<file path="src/rtl/reg_pipe_sv_if.sv">
// Valid/ready/data handshake bundle for one side of the elastic pipeline.
// The master drives valid and data, the slave answers with ready.
interface reg_pipe_sv_if #(
  parameter int DATA_W = 8
);
  logic              valid;
  logic              ready;
  logic [DATA_W-1:0] data;

  modport master (output valid, output data, input ready);
  modport slave  (input valid, input data, output ready);
endinterface

</file>
<file path="src/rtl/reg_pipe_sv.sv">
// Elastic pipeline register: DEPTH valid/data stages with bubble collapsing,
// synchronous flush and an optional input skid entry that registers upstream ready.
module reg_pipe_sv #(
  parameter int    DATA_W = 8,
  parameter int    DEPTH  = 2,
  parameter string MODE   = "FWD",
  localparam int   CNT_W  = $clog2(DEPTH + 2)
) (
  input  logic             clk,
  input  logic             rst_n,
  input  logic             clr,
  reg_pipe_sv_if.slave     up,
  reg_pipe_sv_if.master    dn,
  output logic [CNT_W-1:0] count
);

  localparam bit SKID = (MODE == "SKID");

  logic [DEPTH-1:0]  v_reg;
  logic [DEPTH-1:0]  v_next;
  logic [DEPTH-1:0]  in_v;
  logic [DEPTH-1:0]  rdy;
  logic [DEPTH-1:0]  d_load;
  logic [DATA_W-1:0] d_reg [DEPTH];
  logic [DATA_W-1:0] in_d  [DEPTH];
  logic              sv_reg;
  logic              sv_next;
  logic [DATA_W-1:0] sd_reg;
  logic [CNT_W-1:0]  count_reg;
  logic [CNT_W-1:0]  count_next;

  genvar gi;
  generate
    for (gi = 0; gi < DEPTH; gi++) begin : g_stage
      // A stage can take new data when the output drains or any stage at or after it is empty.
      assign rdy[gi] = dn.ready | ~(&v_reg[DEPTH-1:gi]);

      if (gi == 0) begin : g_head
        assign in_v[gi] = sv_reg | up.valid;
        assign in_d[gi] = sv_reg ? sd_reg : up.data;
      end else begin : g_body
        assign in_v[gi] = v_reg[gi-1];
        assign in_d[gi] = d_reg[gi-1];
      end

      assign v_next[gi] = clr ? 1'b0 : (rdy[gi] ? in_v[gi] : v_reg[gi]);
      assign d_load[gi] = ~clr & rdy[gi] & in_v[gi];
    end

    if (SKID) begin : g_skid
      // The skid entry catches a beat accepted while stage 0 is stalled.
      assign sv_next  = ~clr & ~rdy[0] & (sv_reg | up.valid);
      assign up.ready = ~sv_reg;

      always_ff @(posedge clk or negedge rst_n) begin
        if (!rst_n) begin
          sv_reg <= 1'b0;
          sd_reg <= '0;
        end else begin
          sv_reg <= sv_next;
          if (~clr & ~sv_reg & up.valid & ~rdy[0]) begin
            sd_reg <= up.data;
          end
        end
      end
    end else begin : g_fwd
      assign sv_reg   = 1'b0;
      assign sv_next  = 1'b0;
      assign sd_reg   = '0;
      assign up.ready = rdy[0];
    end
  endgenerate

  always_comb begin
    count_next = CNT_W'(sv_next);
    for (int i = 0; i < DEPTH; i++) begin
      count_next = count_next + CNT_W'(v_next[i]);
    end
  end

  always_ff @(posedge clk or negedge rst_n) begin
    if (!rst_n) begin
      v_reg     <= '0;
      count_reg <= '0;
      for (int i = 0; i < DEPTH; i++) begin
        d_reg[i] <= '0;
      end
    end else begin
      v_reg     <= v_next;
      count_reg <= count_next;
      for (int i = 0; i < DEPTH; i++) begin
        if (d_load[i]) begin
          d_reg[i] <= in_d[i];
        end
      end
    end
  end

  assign dn.valid = v_reg[DEPTH-1];
  assign dn.data  = d_reg[DEPTH-1];
  assign count    = count_reg;

endmodule

</file>
<file path="src/flat_wrapper.sv">
// flat-port wrapper written by rule: the top's interface ports become plain ports
module reg_pipe_sv_flat 
#(
  parameter int    DATA_W = 8,
  parameter int    DEPTH  = 2,
  parameter string MODE   = "   ",
  localparam int   CNT_W  = $clog2(DEPTH + 2)
)
  (clk, rst_n, clr, count, up_valid, up_data, up_ready, dn_valid, dn_data, dn_ready);
  reg_pipe_sv_if #(.DATA_W(DATA_W)) up_i ();
  reg_pipe_sv_if #(.DATA_W(DATA_W)) dn_i ();
  input  logic clk;
  input  logic rst_n;
  input  logic clr;
  output logic [CNT_W-1:0] count;
  input wire logic [$bits(up_i.valid)-1:0] up_valid;
  input wire logic [$bits(up_i.data)-1:0] up_data;
  output wire logic [$bits(up_i.ready)-1:0] up_ready;
  output wire logic [$bits(dn_i.valid)-1:0] dn_valid;
  output wire logic [$bits(dn_i.data)-1:0] dn_data;
  input wire logic [$bits(dn_i.ready)-1:0] dn_ready;
  assign up_i.valid = up_valid;
  assign up_i.data = up_data;
  assign up_ready = up_i.ready;
  assign dn_valid = dn_i.valid;
  assign dn_data = dn_i.data;
  assign dn_i.ready = dn_ready;
  reg_pipe_sv #(.DATA_W(DATA_W), .DEPTH(DEPTH), .MODE(MODE)) u_core (.clk(clk), .rst_n(rst_n), .clr(clr), .up(up_i), .dn(dn_i), .count(count));
endmodule
</file>
<file path="config.mk">
export PLATFORM = sky130hd
export DESIGN_NAME = reg_pipe_sv_flat
export DESIGN_NICKNAME = d
export VERILOG_FILES = /design/src/rtl/reg_pipe_sv_if.sv /design/src/rtl/reg_pipe_sv.sv /design/src/flat_wrapper.sv
export SDC_FILE = /design/constraint.sdc
export NUM_CORES = 1
export LEC_CHECK = 0
export CAP_MARGIN = 20
export CELL_PAD_IN_SITES_DETAIL_PLACEMENT = 0
export CELL_PAD_IN_SITES_GLOBAL_PLACEMENT = 1
export CORE_UTILIZATION = 32
export CTS_CLUSTER_SIZE = 8
export DETAILED_ROUTE_END_ITERATION = 8
export PLACE_DENSITY_LB_ADDON = 0.3
export SYNTH_ARGS = -nofsm -noshare
export SYNTH_HDL_FRONTEND = slang
export SYNTH_SLANG_ARGS = --single-unit
</file>
<file path="constraint.sdc">
create_clock -name clk -period 1.5 [get_ports clk]
set_clock_uncertainty 0.1 [all_clocks]
set_input_delay 0.15 -clock clk [delete_from_list [all_inputs] [get_ports clk]]
set_output_delay 0.15 -clock clk [all_outputs]
set_load 0.05 [all_outputs]
</file>
* Word level (Yosys, flattened, before mapping) *
Cells that the tools add are included.

storage, ports and cells
  register bits = 20
  latch bits = 0
  RAM bits = 0
  memory bits (read-only) = 0
  input port bits = 13
  word-level logic and storage cells = 19
  memories kept = 0

operators by class
  add/subtract/negate cells = 1
  multiply operators = 0
  div/mod/pow operators = 0
  order comparisons = 0
  eq/ne operators = 0
  shift operators = 0
  multiplexer cells = 4
  bitwise gates (word level) = 9
  reduce and logical (&&, ||, !) cells = 1

operator list
  kind                                    count
  1-bit bitwise AND                       4
  1-bit 2-to-1 mux                        4
  1-bit NOT                               3
  1-bit by 1-bit adder with 2-bit output  1
  1-bit OR                                2
  2-bit AND reduction                     1

* Depth between registers and ports, before layout *
Gate-level depths: netlist of the first run.

  depth after elaboration = 6
  depth in mapped cells = 4
  mapped depth without buffers = 4

* Worst setup path after synthesis of the first run *
OpenSTA, ideal clock, no wires.

  kind = flip-flop to flip-flop
  from = reg u_core.v_reg[1]
  to = reg u_core.d_reg[10] (netlist name)
  arrival time = 1.929 ns
  required time = 1.275 ns
  slack = -0.654 ns
  stages on the path, launching flop included = 4
  path buffers = 0
  cells stage by stage = dfrtp_1 > nand3b_1 > nand3b_2 > mux2_2

on the way
  cells in the longest elaborated chain, start to end = 5

RTL lines
  what                             RTL line            text
  start: declaration               reg_pipe_sv.sv:19   logic [DEPTH-1:0] v_reg;
  start signal: assignment         reg_pipe_sv.sv:89   v_reg <= v_next;
  2-bit AND reduction              reg_pipe_sv.sv:36   assign rdy[gi] = dn.ready | ~(&v_reg[DEPTH-1:gi]);
  1-bit NOT                        reg_pipe_sv.sv:36
  1-bit OR                         reg_pipe_sv.sv:36
  net up_ready                     flat_wrapper.sv:18  output wire logic [$bits(up_i.ready)-1:0] up_ready;
  1-bit bitwise AND (2 in series)  reg_pipe_sv.sv:47   assign d_load[gi] = ~clr & rdy[gi] & in_v[gi];
  end signal: indexed assignment   reg_pipe_sv.sv:93   d_reg[i] <= in_d[i];
  end: declaration                 reg_pipe_sv.sv:24   logic [DATA_W-1:0] d_reg [DEPTH];

The timed path passes the listed nets, and every way through them passes these cells.
A chain may end at the register's enable or synchronous reset.

* Final worst setup path of the first run *
  from = reg u_core.v_reg[1]
  to = reg u_core.d_reg (netlist bit u_core.dn.data[5])

on the way
  cells in the longest elaborated chain, start to end = 4

RTL lines
  what                             RTL line
  1-bit NOT                        reg_pipe_sv.sv:36
  1-bit OR                         reg_pipe_sv.sv:36
  1-bit bitwise AND (2 in series)  reg_pipe_sv.sv:47

No other way between the ends.

==> out/qor.txt, run 1 <==
Vias: 485
WL met3: 104 µm
CP Data Required Time: 1590 ps
die area: 0.00277 mm²
Post-DP Area: 0.00116 mm²
Layout area overhead: 48.3%
flop2flop setup slack: 60 ps
Tmin final: 1440 ps
Top Layer Used: met4
CP cell instances: nor2b_4 -> nor3b_4 -> buf_4 -> mux2_4
largest family of logic cells by synthesized area: multiplexers
f_max: 694 MHz
root buffer cell: clkbuf_4
mux cell area share after synthesis: 22.0%
Worst VDD drop: 0.833 mV
Initial DRC Count: 6
Post-DP HPWL: 986 µm
DRC violations left: 0
drt first pass iters: 2
routed length on met2: 598 µm
Post-Syn Area: 821 µm²
total CTS buffers: 3
worst slew pin tran: 251 ps
final hold vios: 0
Synth Area in XOR/XNOR: 0%
WL final: 1340 µm
Avg Vias per Cell: 4.49
most common cell after layout, fill and taps aside: dfrtp_1
Worst Setup End Kind: flip-flop
CTS Sinks: 20
CP arrival: 1530 ps
initial antenna violation count: 0
max-slew violation count: 0
Placed Instances: 102
Max Cap Violations: 0
startpoint types: flip-flop
Synth Area in Compound Gates: 0.610%
die width: 52.6 µm
hold_ws: 65.2 ps
Port-buffer cells: 24
grt total ovfl: 0
Simple-Gate Fraction of Synth Area: 7.16%
Ports: 25
CP max FO: 3
Hold WC Path Type: in -> async
non-filler instance count after layout: 108
layout cells sized above 1: 53.8%
Nets: 95
cell family with most CP delay: flip-flops
most frequent cells in the layout: dfrtp_1, clkdlybuf4s50_1, buf_4
worst path bufs/invs: 1
overall global routing resource usage: 12.3%
post-route ant nets: 0
RSZ-0062 raised after global routing: no
maximum root-to-sink buffer count: 2
Mapped Nets: 67
register area share after synthesis: 61.0%
CTS H-Tree Depth: 1
CTS tree: yes
Leak: 0.559 nW
Routability Congestion: 0.614
largest net degree at the start of global routing: 21
syn avg cell area: 15.5 µm²
period utilization: 96.0%
Worst path max stage delay: 420 ps
synth unique cells: 11
CP max stage cell: dfrtp_2
vias in the first global route: 514
Finished Cell Area: 0.00122 mm²
Synthesis Warnings: 0
status: finished clean
first-pass GRT wire length: 2330 µm
adder-cell area share of the yosys netlist: 1.52%
setup_tns: 0 ps
clk_lat worst skew: 290 ps
worst rel slew slack: 83.2%
Die Y: 52.6 µm
Reg clk slew, reported paths: 110 ps
Pwr Density: 1400 mW/mm²
Metal-1 WL: 622 µm
Initial Utilization: 35.4%
Rows: 17
WL per Instance: 12.4 µm
Synth Register Bits: 20
ant diodes: 0
synthesized instance count: 53
kind of critical path: reg -> reg
Placeable Area: 0.00232 mm²
final setup vio count: 0
[layer usage]
layer | vias to the layer above | track usage [%]
met5 | - | 0
met4 | 0 | 3.95
met3 | 2 | 5.51
met2 | 20 | 18.6
met1 | 234 | 15.4
li1 | 229 | -
[worst reg2reg max path, stage by stage, from the launching register on]
cell,delay [ps]
dfrtp_2,420
nor2b_4,140
nor3b_4,210
buf_4,170
mux2_4,290
[worst paths after layout]
path	from	to	depth (start not counted)
worst max-delay path	u_core.v_reg[1]	u_core.dn.data[5]	4
worst min-delay path	rst_n	u_core.dn.data[6]	2
worst max register to register	u_core.v_reg[1]	u_core.dn.data[5]	4
worst min register to register	u_core.d_reg[15]	u_core.dn.data[7]	1
max in group asynchronous	rst_n	u_core.v_reg[1]	2
min in group clk	up_data[1]	u_core.d_reg[9]	2
[logic make-up (layout without fill, tap and decap cells)]
group	count (synthesis)	after routing
flops	20	20
mux	16	16
buf+inv	9	36
simple gates	6	6
fa+ha+maj	1	1
compound gates	1	1
[cell usage after synthesis]
library cell | n | share of area [%]
nor2b_4 | 1 | 1.7
ha_1 | 1 | 1.5
nand3b_2 | 1 | 1.4
a21oi_1 | 1 | 0.61
nor3b_4 | 1 | 2.3
nor2_1 | 2 | 0.91
dfrtp_1 | 20 | 61
mux2_2 | 16 | 22
nand3b_1 | 1 | 0.91
inv_1 | 1 | 0.46
buf_4 | 8 | 7.3
[stage by stage]
step,utilization (%),worst slack [ps],power (mW)
final,52.5,60.0,1.71
after global routing,52.5,3.29,1.79
after CTS,51.9,24.7,1.73
after detailed placement,50.0,-173,1.41
after floorplan,-,-418,1.20
after global placement,50.0,-147,1.40
[cell type report]
cell class	instances	area, µm²
Fill cell	197	1100
Sequential cell	20	502
Timing Repair Buffer	31	345
Multi-Input combinational cell	24	295
Clock buffer	4	36.3
Tap cell	28	35.0
Inverter	1	3.75
[power by group]
| part | internal, mW | total [mW] | leakage, nW | switching, mW |
|---|---|---|---|---|
| Sequential | 0.643 | 0.721 | 0.240 | 0.0779 |
| Clock | 0.148 | 0.309 | 0.0210 | 0.161 |
| Combinational | 0.335 | 0.675 | 0.298 | 0.340 |
[timing repair]
action                                 4_1_cts  5_1_grt
endpoints found under the hold margin        0        0
hold buffers                                 0        0
setup endpoints to repair                    1        6
buffers inserted                             1        1
resized for setup                            0        2
(Power assumes the default switching activity.)
==> inputs of run 2 (changes only) <==
- ABC_CLOCK_PERIOD_IN_PS: unset -> 1700
- CORE_UTILIZATION: 32 -> 38
- TNS_END_PERCENT: unset -> 20
- clock period: 1.5 -> 1.7 ns (I/O delays scaled with it)
==> run 2 against run 1 <==
  * Global-route usage decreased by 1.3 points
  * Final cell count decreased by 3.7%
  * Hold slack improved by 42 ps
  * Sequential cell count unchanged
  * Die area decreased by 15%
  * Wire length decreased by 9.6%
  * Register-to-register slack improved by 190 ps
  * First-iteration DRC count decreased by 33%
  * Largest cell class unchanged
==> out/qor.txt, run 2 (same netlist as run 1, synthesis figures left out) <==
Int Power: 0.881 mW (was 1.13 mW)
combinational power share: 35.3% (was 39.6%)
Pwr Density: 1240 mW/mm² (was 1400 mW/mm²)
Routability Congestion: 0.761 (was 0.614)
area occupied by multi-input gates: 265 µm² (was 295 µm²)
flop2flop setup slack: 250 ps (was 60 ps)
CP Data Required Time: 1430 ps (was 1590 ps)
Nets: 92 (was 95)
Ports: 25 (unchanged)
f_max: 676 MHz
post-cts hold buffer count: 0 (unchanged)
worst rel slew slack: 82.7% (was 83.2%)
largest net degree at the start of global routing: 21 (unchanged)
die width: 48.5 µm (was 52.6 µm)
net switching power figure: 0.470 mW (was 0.579 mW)
DRC violations left: 0 (unchanged)
Max Cap Violations: 0 (unchanged)
CTS H-Tree Depth: 1 (unchanged)
Leak: 0.496 nW (was 0.559 nW)
CTS Sinks: 20 (unchanged)
hold_ws: 107 ps (was 65.2 ps)
Die Y: 48.5 µm (was 52.6 µm)
clk_lat worst skew: 290 ps (about the same)
grt total ovfl: 0 (unchanged)
first-pass GRT wire length: 1960 µm (was 2330 µm)
WL per Instance: 11.6 µm (was 12.4 µm)
Rows: 16 (was 17)
CTS tree: yes (unchanged)
root buffer cell: clkbuf_4 (unchanged)
status: finished clean (unchanged)
length in cells of the worst reg-to-reg path: 4 (unchanged)
WL final: 1210 µm (was 1340 µm)
initial antenna violation count: 0 (unchanged)
layout cells sized above 1: 51.9% (was 53.8%)
Layout area overhead: 33.2% (was 48.3%)
final hold vios: 0 (unchanged)
sequential share of power: 45.2% (was 42.3%)
most common cell after layout, fill and taps aside: dfrtp_1 (unchanged)
Reg area: 502 µm² (unchanged)
Worst Setup End Kind: output port (was flip-flop)
overall global routing resource usage: 11.0% (was 12.3%)
startpoint types: input port (was flip-flop)
total CTS buffers: 3 (unchanged)
max-slew violation count: 0 (unchanged)
Pwr Total: 1.35 mW (was 1.71 mW)
die area: 0.00235 mm² (was 0.00277 mm²)
Clock power frac: 19.5% (was 18.1%)
Avg Vias per Cell: 4.48 (was 4.49)
Post-DP HPWL: 937 µm (was 986 µm)
ant diodes: 0 (unchanged)
CP max FO: 3 (unchanged)
Worst path max stage delay: 460 ps (was 420 ps)
RR Endpoint: u_core.dn.data[2] (was u_core.dn.data[5])
period utilization: 87.0%
drt first pass iters: 3 (was 2)
kind of critical path: in -> out (was reg -> reg)
Worst VDD drop: 0.791 mV (was 0.833 mV)
Initial DRC Count: 4 (was 6)
reg2reg start: u_core.v_reg[1] (unchanged)
CP cell instances: clkdlybuf4s50_1 -> nand3b_1 -> buf_4 -> buf_12 (was nor2b_4 -> nor3b_4 -> buf_4 -> mux2_4)
# fillers: 184 (was 197)
Port-buffer cells: 24 (unchanged)
Initial Utilization: 41.0% (was 35.4%)
Tmin final: 1480 ps
vias in the first global route: 460 (was 514)
CP max stage cell: clkdlybuf4s50_1 (was dfrtp_2)
final setup vio count: 0 (unchanged)
CP arrival: 1210 ps (was 1530 ps)
switching fraction of total power: 34.8% (was 33.9%)
RSZ-0062 raised after global routing: no (unchanged)
setup bufs post-CTS: 0 (was 1)
maximum root-to-sink buffer count: 2 (unchanged)
post-route ant nets: 0 (unchanged)
Vias: 466 (was 485)
PostCTS Resize Cnt: 0 (unchanged)
most frequent cells in the layout: dfrtp_1, mux2_2, buf_4 (was dfrtp_1, clkdlybuf4s50_1, buf_4)
Hold WC Path Type: in -> async (unchanged)
worst slew pin tran: 259 ps (was 251 ps)
Reg clk slew, reported paths: 110 ps (about the same)
Placeable Area: 0.00200 mm² (was 0.00232 mm²)
final design utilization: 54.6% (was 52.5%)
==> run 2: cell types whose count changed in the layout (fill, tap and decap cells not counted), sizes merged <==
| cell | change |
|---|---|
| buf | -3 |
==> run 2: how the worst max path moves through the flow <==
| stage | start | end | depth (start not counted) |
|---|---|---|---|
| 6_report | dn_ready | up_ready | 4 |
| 5_1_grt | dn_ready | up_ready | 4 |
| 4_1_cts | dn_ready | up_ready | 4 |
| 3_5_place_dp | dn_ready | u_core.dn.data[2] | 5 |
| 3_3_place_gp | dn_ready | u_core.dn.data[2] | 5 |
| 2_1_floorplan | u_core.v_reg[1] | u_core.d_reg[10] | 3 |
==> run 2: layout make-up <==
type / instances / share of cell area [%]
Clock buffer: 4 / 3.32
Inverter: 1 / 0.343
Multi-Input combinational cell: 24 / 24.3
Sequential cell: 20 / 45.9
Tap cell: 27 / 3.09
Timing Repair Buffer: 28 / 23.1
==> run 2: per-stage QoR <==
| step | cell area [µm²] | TNS (ps) | cells | setup slack (ps) |
|---|---|---|---|---|
| floorplan | 831 | -1890 | 53 | -218 |
| global placement | 1060 | 0 | 100 | 44.9 |
| detailed placement | 1060 | 0 | 100 | 39.8 |
| CTS | 1090 | 0 | 104 | 209 |
| global route | 1090 | 0 | 104 | 170 |
| finish | 1090 | 0 | 104 | 221 |
==> run 2: layer usage <==
metal  part of all wire (%)  track usage (%)  up-vias
li1                       -                -      226
met1                     43             13.6      226
met2                     51             18.1       14
met3                    5.5             5.03        0
met4                      0             1.47        0
met5                      0                0        -
==> run 2: power groups by stage <==
stage	Clock (mW)	Sequential, mW	Combinational (mW)
floorplan	0	0.624	0.398
global placement	0	0.619	0.478
detailed placement	0	0.622	0.481
CTS	0.279	0.612	0.482
global route	0.296	0.622	0.497
finish	0.264	0.610	0.477
==> run 2: worst max-delay path: cells and delay by family <==
family	cells	cell delay (ps)
buffers and inverters	3	790
AND/OR/NAND/NOR	1	260
==> inputs of run 3 (changes only) <==
- SETUP_SLACK_MARGIN: unset -> 0.02
==> results of run 3 <==
Final layout, timing and power as in run 2 (identical DEF).
